$ cat config.mk
export PLATFORM = sky130hd
export DESIGN_NAME = wb_regfile_flat
export DESIGN_NICKNAME = d
export VERILOG_FILES = /design/src/rtl/wb_regfile_if.sv /design/src/rtl/wb_regfile.sv /design/src/flat_wrapper.sv
export SDC_FILE = /design/constraint.sdc
export NUM_CORES = 2
export LEC_CHECK = 0
export CAP_MARGIN = 20
export CORE_ASPECT_RATIO = 0.75
export CORE_MARGIN = 4
export CORE_UTILIZATION = 48
export CTS_BUF_LIST = sky130_fd_sc_hd__clkbuf_8 sky130_fd_sc_hd__clkbuf_16
export DETAILED_ROUTE_END_ITERATION = 10
export GPL_ROUTABILITY_DRIVEN = 0
export MAX_ROUTING_LAYER = met4
export PLACE_DENSITY = 0.64
export SLEW_MARGIN = 20
export SYNTH_ARGS = -nofsm -noshare
export SYNTH_HDL_FRONTEND = slang
export SYNTH_SLANG_ARGS = --single-unit
$ cat constraint.sdc
create_clock -name clk -period 4.1 [get_ports clk]
set_input_delay 1.025 -clock clk [delete_from_list [all_inputs] [get_ports clk]]
set_output_delay 1.025 -clock clk [all_outputs]
set_load 0.05 [all_outputs]
$ cat src/rtl/wb_regfile_if.sv
// Write-back bundle carried from the MEM/WB pipeline register into the register file.
interface mem_stage_if;
    logic [31:0] pc;
    logic [31:0] inst;
    logic [31:0] rw_data;
    logic [4:0]  rw_addr;
    logic        rw_en;

    modport master (output pc, output inst, output rw_data, output rw_addr, output rw_en);
    modport slave  (input  pc, input  inst, input  rw_data, input  rw_addr, input  rw_en);
    modport i      (input  pc, input  inst, input  rw_data, input  rw_addr, input  rw_en);
endinterface

$ cat src/rtl/wb_regfile.sv
// Write-back stage: general register file with write-first bypass on two read ports,
// retired-instruction counter and a one-cycle-delayed commit trace.
module wb_regfile #(
    parameter int REG_NUM = 32,
    parameter int CNT_W   = 64
) (
    input  logic             clk,
    input  logic             rst,
    mem_stage_if.i           wb_info,
    input  logic [4:0]       ra1_addr,
    output logic [31:0]      ra1_data,
    input  logic [4:0]       ra2_addr,
    output logic [31:0]      ra2_data,
    output logic             commit_valid,
    output logic [31:0]      commit_pc,
    output logic [31:0]      commit_inst,
    output logic             commit_wen,
    output logic [4:0]       commit_waddr,
    output logic [31:0]      commit_wdata,
    output logic [CNT_W-1:0] retired_cnt
);

    localparam logic        RST_VALID    = 1'b1;
    localparam logic        EN_VALID     = 1'b1;
    localparam logic [31:0] ADDR_INVALID = 32'h0000_0000;

    logic [31:0]      rf_r [REG_NUM];
    logic             retire_s;
    logic             we_s;
    logic             commit_valid_r;
    logic [31:0]      commit_pc_r;
    logic [31:0]      commit_inst_r;
    logic             commit_wen_r;
    logic [4:0]       commit_waddr_r;
    logic [31:0]      commit_wdata_r;
    logic [CNT_W-1:0] retired_cnt_r;

    // Write-first read: x0 is constant zero, then the in-flight write, then storage.
    function automatic logic [31:0] read_sel(
        input logic [4:0]  addr,
        input logic        wen,
        input logic [4:0]  waddr,
        input logic [31:0] wdata,
        input logic [31:0] stored
    );
        logic [31:0] res;
        if (addr == 5'd0) begin
            res = 32'h0000_0000;
        end else if (wen && (waddr == addr)) begin
            res = wdata;
        end else begin
            res = stored;
        end
        return res;
    endfunction

    // Retire and write qualifiers decoded from the incoming bundle.
    always_comb begin
        retire_s = 1'b0;
        we_s     = 1'b0;
        if (wb_info.pc != ADDR_INVALID) begin
            retire_s = 1'b1;
        end else begin
            retire_s = 1'b0;
        end
        if ((wb_info.rw_en == EN_VALID) && (wb_info.rw_addr != 5'd0)) begin
            we_s = 1'b1;
        end else begin
            we_s = 1'b0;
        end
    end

    // Combinational read ports for the decode stage.
    always_comb begin
        ra1_data = 32'h0000_0000;
        ra2_data = 32'h0000_0000;
        ra1_data = read_sel(ra1_addr, we_s, wb_info.rw_addr, wb_info.rw_data, rf_r[ra1_addr]);
        ra2_data = read_sel(ra2_addr, we_s, wb_info.rw_addr, wb_info.rw_data, rf_r[ra2_addr]);
    end

    // Register file, commit trace and retirement counter; reset wins over a coincident write.
    always_ff @(posedge clk) begin
        if (rst == RST_VALID) begin
            for (int k = 0; k < REG_NUM; k++) begin
                rf_r[k] <= 32'h0000_0000;
            end
            commit_valid_r <= 1'b0;
            commit_pc_r    <= 32'h0000_0000;
            commit_inst_r  <= 32'h0000_0000;
            commit_wen_r   <= 1'b0;
            commit_waddr_r <= 5'd0;
            commit_wdata_r <= 32'h0000_0000;
            retired_cnt_r  <= {CNT_W{1'b0}};
        end else begin
            if (we_s) begin
                rf_r[wb_info.rw_addr] <= wb_info.rw_data;
            end
            commit_valid_r <= retire_s;
            commit_pc_r    <= wb_info.pc;
            commit_inst_r  <= wb_info.inst;
            commit_wen_r   <= we_s;
            commit_waddr_r <= wb_info.rw_addr;
            commit_wdata_r <= wb_info.rw_data;
            // Wraps naturally at 2^CNT_W.
            retired_cnt_r  <= retired_cnt_r + {{(CNT_W-1){1'b0}}, retire_s};
        end
    end

    assign commit_valid = commit_valid_r;
    assign commit_pc    = commit_pc_r;
    assign commit_inst  = commit_inst_r;
    assign commit_wen   = commit_wen_r;
    assign commit_waddr = commit_waddr_r;
    assign commit_wdata = commit_wdata_r;
    assign retired_cnt  = retired_cnt_r;

endmodule

$ cat src/flat_wrapper.sv
// flat-port wrapper written by rule: the top's interface ports become plain ports
module wb_regfile_flat 
#(
    parameter int REG_NUM = 32,
    parameter int CNT_W   = 64
)
  (clk, rst, ra1_addr, ra1_data, ra2_addr, ra2_data, commit_valid, commit_pc, commit_inst, commit_wen, commit_waddr, commit_wdata, retired_cnt, wb_info_pc, wb_info_inst, wb_info_rw_data, wb_info_rw_addr, wb_info_rw_en);
  mem_stage_if wb_info_i ();
  input  logic clk;
  input  logic rst;
  input  logic [4:0] ra1_addr;
  output logic [31:0] ra1_data;
  input  logic [4:0] ra2_addr;
  output logic [31:0] ra2_data;
  output logic commit_valid;
  output logic [31:0] commit_pc;
  output logic [31:0] commit_inst;
  output logic commit_wen;
  output logic [4:0] commit_waddr;
  output logic [31:0] commit_wdata;
  output logic [CNT_W-1:0] retired_cnt;
  input wire logic [$bits(wb_info_i.pc)-1:0] wb_info_pc;
  input wire logic [$bits(wb_info_i.inst)-1:0] wb_info_inst;
  input wire logic [$bits(wb_info_i.rw_data)-1:0] wb_info_rw_data;
  input wire logic [$bits(wb_info_i.rw_addr)-1:0] wb_info_rw_addr;
  input wire logic [$bits(wb_info_i.rw_en)-1:0] wb_info_rw_en;
  assign wb_info_i.pc = wb_info_pc;
  assign wb_info_i.inst = wb_info_inst;
  assign wb_info_i.rw_data = wb_info_rw_data;
  assign wb_info_i.rw_addr = wb_info_rw_addr;
  assign wb_info_i.rw_en = wb_info_rw_en;
  wb_regfile #(.REG_NUM(REG_NUM), .CNT_W(CNT_W)) u_core (.clk(clk), .rst(rst), .wb_info(wb_info_i), .ra1_addr(ra1_addr), .ra1_data(ra1_data), .ra2_addr(ra2_addr), .ra2_data(ra2_data), .commit_valid(commit_valid), .commit_pc(commit_pc), .commit_inst(commit_inst), .commit_wen(commit_wen), .commit_waddr(commit_waddr), .commit_wdata(commit_wdata), .retired_cnt(retired_cnt));
endmodule
==> results.ini <==
[sta]
final.setup_skew_ns = 0.01129
finalSetupTns_ns = -2.935
achievable-frequency_mhz = 234.5
hold_violations = 0
setup_slack_ns = -0.1640
rsz0062_at_grt = yes
final_max_slew_viol_count = 0
timing_worst_slew_pin_value_ns = 0.9642
fin_crit_sh_pct = 104.0
max-slew-margin-rel_pct = 35.72
period_minus_slack_ns = 4.264
final-setup-viol-count = 48

[route]
ratio_of_routed_vias_to_standard_cells = 6.459
drt_drc_violations_left = 0
detail_route.iter0.violations = 6642
drtPass1Iterations = 6
antenna_violation_net_count_after_detailed_routing = 0
via_count = 43370
route.final.wire_length_um = 225000
detail_route.wl_per_cell_um = 33.51

[clocking]
cts_made_buffers = 121
clk_latency_ns = 0.76
cts.reportedPaths.clkPinSlew_ns = 0.06
clockBufferDepth = 3
tritoncts = yes
tritoncts_num_sinks = 1191
clock-root-buffer = sky130_fd_sc_hd__clkbuf_16
cts_hold_repair.buffers = 0
ctsHtreeMaxLevel = 3

[worst_setup_path]
cp_data_arrival_time_ns = 3.24
cp-startpoint = ra2_addr[2]
timing.reg2reg.worst_path_depth = 6
nature_of_the_critical_path_endpoint = output pin
slack_of_the_worst_reg_to_reg_path_ns = 1.78
worst-setup-path-type = in -> out
cp_data_required_time_ns = 3.07
worstSetupStartpointType = input port
path_cells = buf_4 > buf_4 > nor2b_2 > buf_12 > a221oi_2 > a21oi_1 > o311a_1 > a221oi_4 > buf_12
regToRegEndpoint = u_core.retired_cnt[61]
rr_startpoint = u_core.retired_cnt[39]
max_fanout_on_critical_path = 8
cp_slowest_stage_delay_ns = 0.48
cpLargestDelayFamily = compound AO/OA/AOI/OAI gates
crit_slowest_cell = sky130_fd_sc_hd__a221oi_4
timing.critical_path.buf_inv = 4

[min_path]
hold_end = u_core.retired_cnt[31]
hold_path_depth = 2
hp-class = reg -> reg
timing.hold.worst.start = u_core.retired_cnt[31]

[global_route]
grt-busiest-layer = met2
met2_usage_pct = 50.90
globalRouteMet1Util_pct = 46.46
grt.total_usage_pct = 34.53
globalRouteOverflowTotal = 0
number_of_antenna_violations_at_the_first_check_in_global_routing = 17
use_met3_pct = 8.235
first_global_vias = 42550
first_pass_grt_wire_length_um = 316400
pin_count_of_the_biggest_net_entering_global_routing = 171

[floorplanning]
initial_core_util_pct = 48.33
top_level_ports = 345
core_area_sq_um = 126500
floorplan.rows = 113
chipWidth_um = 420.2
dieArea_sq_um = 133200
chipHeight_um = 317.1

[final_layout]
layout_cells_sized_above_1_pct = 33.86
fillCellCount = 9406
layout.cell_area.non_filler_sq_um = 78430
syn2layout_area_growth_pct = 28.25
final_common_cell = sky130_fd_sc_hd__edfxtp_1
layout.cells.most_common_list = 1024 x sky130_fd_sc_hd__edfxtp_1, 884 x sky130_fd_sc_hd__and2_1, 492 x sky130_fd_sc_hd__mux4_2
nNetsFinal = 5051
final_util_pct = 61.98

[status]
status = finished, violations left
failed_checks = negative setup slack

[yosys]
yosys_warnings = 0
mappedNetlistArea_sq_um = 61150
number_of_enable_type_register_cells_in_the_synthesized_netlist = 1024
yosysTopAreaCellShare_pct = 50.28
synth_largest_area_cell = sky130_fd_sc_hd__edfxtp_1
yosys_register_bits = 1191
syn_inst = 4310
fraction_of_the_yosys_area_taken_by_sequential_cells_pct = 55.75
syn-mean-instance-area_sq_um = 14.19
synth_cell_types = 58
top_cells_by_area_in_the_synthesized_netlist = sky130_fd_sc_hd__edfxtp_1 50%, sky130_fd_sc_hd__mux4_2 18%, sky130_fd_sc_hd__and2_1 9.1%
postSynth.topFlopCell = sky130_fd_sc_hd__edfxtp_1
share_of_flip_flops_with_an_asynchronous_set_or_reset_pct = 0

[placed_design]
dp.final_hpwl_um = 141300
placement.cell_area_sq_um = 70960
io_buffer_count = 344

[power]
power_density_over_the_cells_nw_per_um2 = 398.6
p_total_mw = 31.26
leakage_power_nw = 27.75
vdd_ir_drop_max_mv = 0.3685

[run]
cap_viol_max_count = 0

==> worst max-delay path by stage <==
stage                              end  slack, ns  depth (start not counted)
after floorplan            ra2_data[0]      -0.12                          7
after global placement    ra1_data[26]      -0.82                         11
after detailed placement  ra1_data[26]      -0.83                         11
after CTS                  ra2_data[7]      -0.17                         11
after global routing       ra2_data[9]      -0.19                         10
final                      ra2_data[7]      -0.16                          9
==> timing repair <==
item,4_1_cts,5_1_grt
endpoints found under the hold margin,0,0
cloned,20,5
resized for setup,334,150
pin swaps,91,96
setup buffers,72,26
endpoints found under the setup margin,64,64
==> final cells by class <==
type / instances / area, sq um / area share [%]
clock buffer: 128 / 3181 / 4.055
tap: 1667 / 2086 / 2.659
sequential: 1191 / 34090 / 43.47
inverter: 21 / 81.33 / 0.1037
multi-input combinational: 2670 / 26960 / 34.38
antenna: 9 / 22.52 / 0.02872
timing repair buffer: 930 / 11050 / 14.09
clock inverter: 99 / 952.2 / 1.214
==> metrics by stage <==
step	setup slack [ns]	std cells	hold slack (ns)
final	-0.1640	6715	0.5106
after global routing	-0.1934	6713	0.5370
after detailed placement	-0.8344	6377	0.5021
after global placement	-0.8185	6377	0.4819
after CTS	-0.1678	6690	0.5090
after floorplan	-0.1188	4341	0.7208
==> state kept, by name, indices dropped and copies added (netlist names) <==
name,cells
u_core.rf_r,1024
u_core.retired_cnt,64
u_core.commit_inst,32
u_core.commit_pc,32
u_core.commit_wdata,32
u_core.commit_waddr,5
u_core.commit_valid,1
u_core.commit_wen,1
==> synthesized netlist by cell type, types with 33 or more instances <==
cell	number
sky130_fd_sc_hd__nor2_1	105
sky130_fd_sc_hd__nand2_1	96
sky130_fd_sc_hd__mux4_2	492
sky130_fd_sc_hd__a21oi_1	70
sky130_fd_sc_hd__or2_2	33
sky130_fd_sc_hd__buf_2	75
sky130_fd_sc_hd__a211oi_1	59
sky130_fd_sc_hd__and2_1	885
sky130_fd_sc_hd__nor3_1	153
sky130_fd_sc_hd__nand3_1	38
sky130_fd_sc_hd__dfxtp_1	167
sky130_fd_sc_hd__a221oi_1	60
sky130_fd_sc_hd__a22oi_1	55
sky130_fd_sc_hd__o21ai_0	82
sky130_fd_sc_hd__clkbuf_1	321
sky130_fd_sc_hd__mux2i_1	179
sky130_fd_sc_hd__xnor2_1	40
sky130_fd_sc_hd__edfxtp_1	1024
sky130_fd_sc_hd__nor2b_1	147
==> layer usage <==
layer	share of wire, %	wire (um)
met1	38	84500
met2	45	101200
met3	13	28220
met4	4.9	11080
met5	0	0
==> worst register-to-register path, cell delays in order (launching register included) <==
cell and delay, ns:
sky130_fd_sc_hd__dfxtp_1 0.42, sky130_fd_sc_hd__and4_1 0.27, sky130_fd_sc_hd__nand4_1 0.23, sky130_fd_sc_hd__or4_4 0.70, sky130_fd_sc_hd__nor4b_2 0.35, sky130_fd_sc_hd__xnor2_1 0.15, sky130_fd_sc_hd__nor2_1 0.05
==> logic make-up (layout without fill, tap and decap cells) <==
| kind of cell | count (synthesis) | after routing | share of synthesized area, % |
|---|---|---|---|
| buffers and inverters | 481 | 1178 | 3.523 |
| flip-flops | 1191 | 1191 | 55.75 |
| XOR/XNOR | 63 | 63 | 0.9023 |
| adder cells (fa/ha/maj) | 2 | 2 | 0.04091 |
| multiplexers | 671 | 671 | 21.05 |
| AND/OR/NAND/NOR | 1539 | 1540 | 14.77 |
| other | 1 | 41 | 0.006132 |
| AO/OA/AOI/OAI | 362 | 362 | 3.963 |
==> power by group <==
part           internal [mW]  total, mW  switching [mW]
Clock                   6.71       11.7            4.99
Sequential              13.8       14.1           0.327
Combinational           2.48       5.46            2.98
Total                   23.0       31.3            8.30
Power figures use the tool's default switching activity.
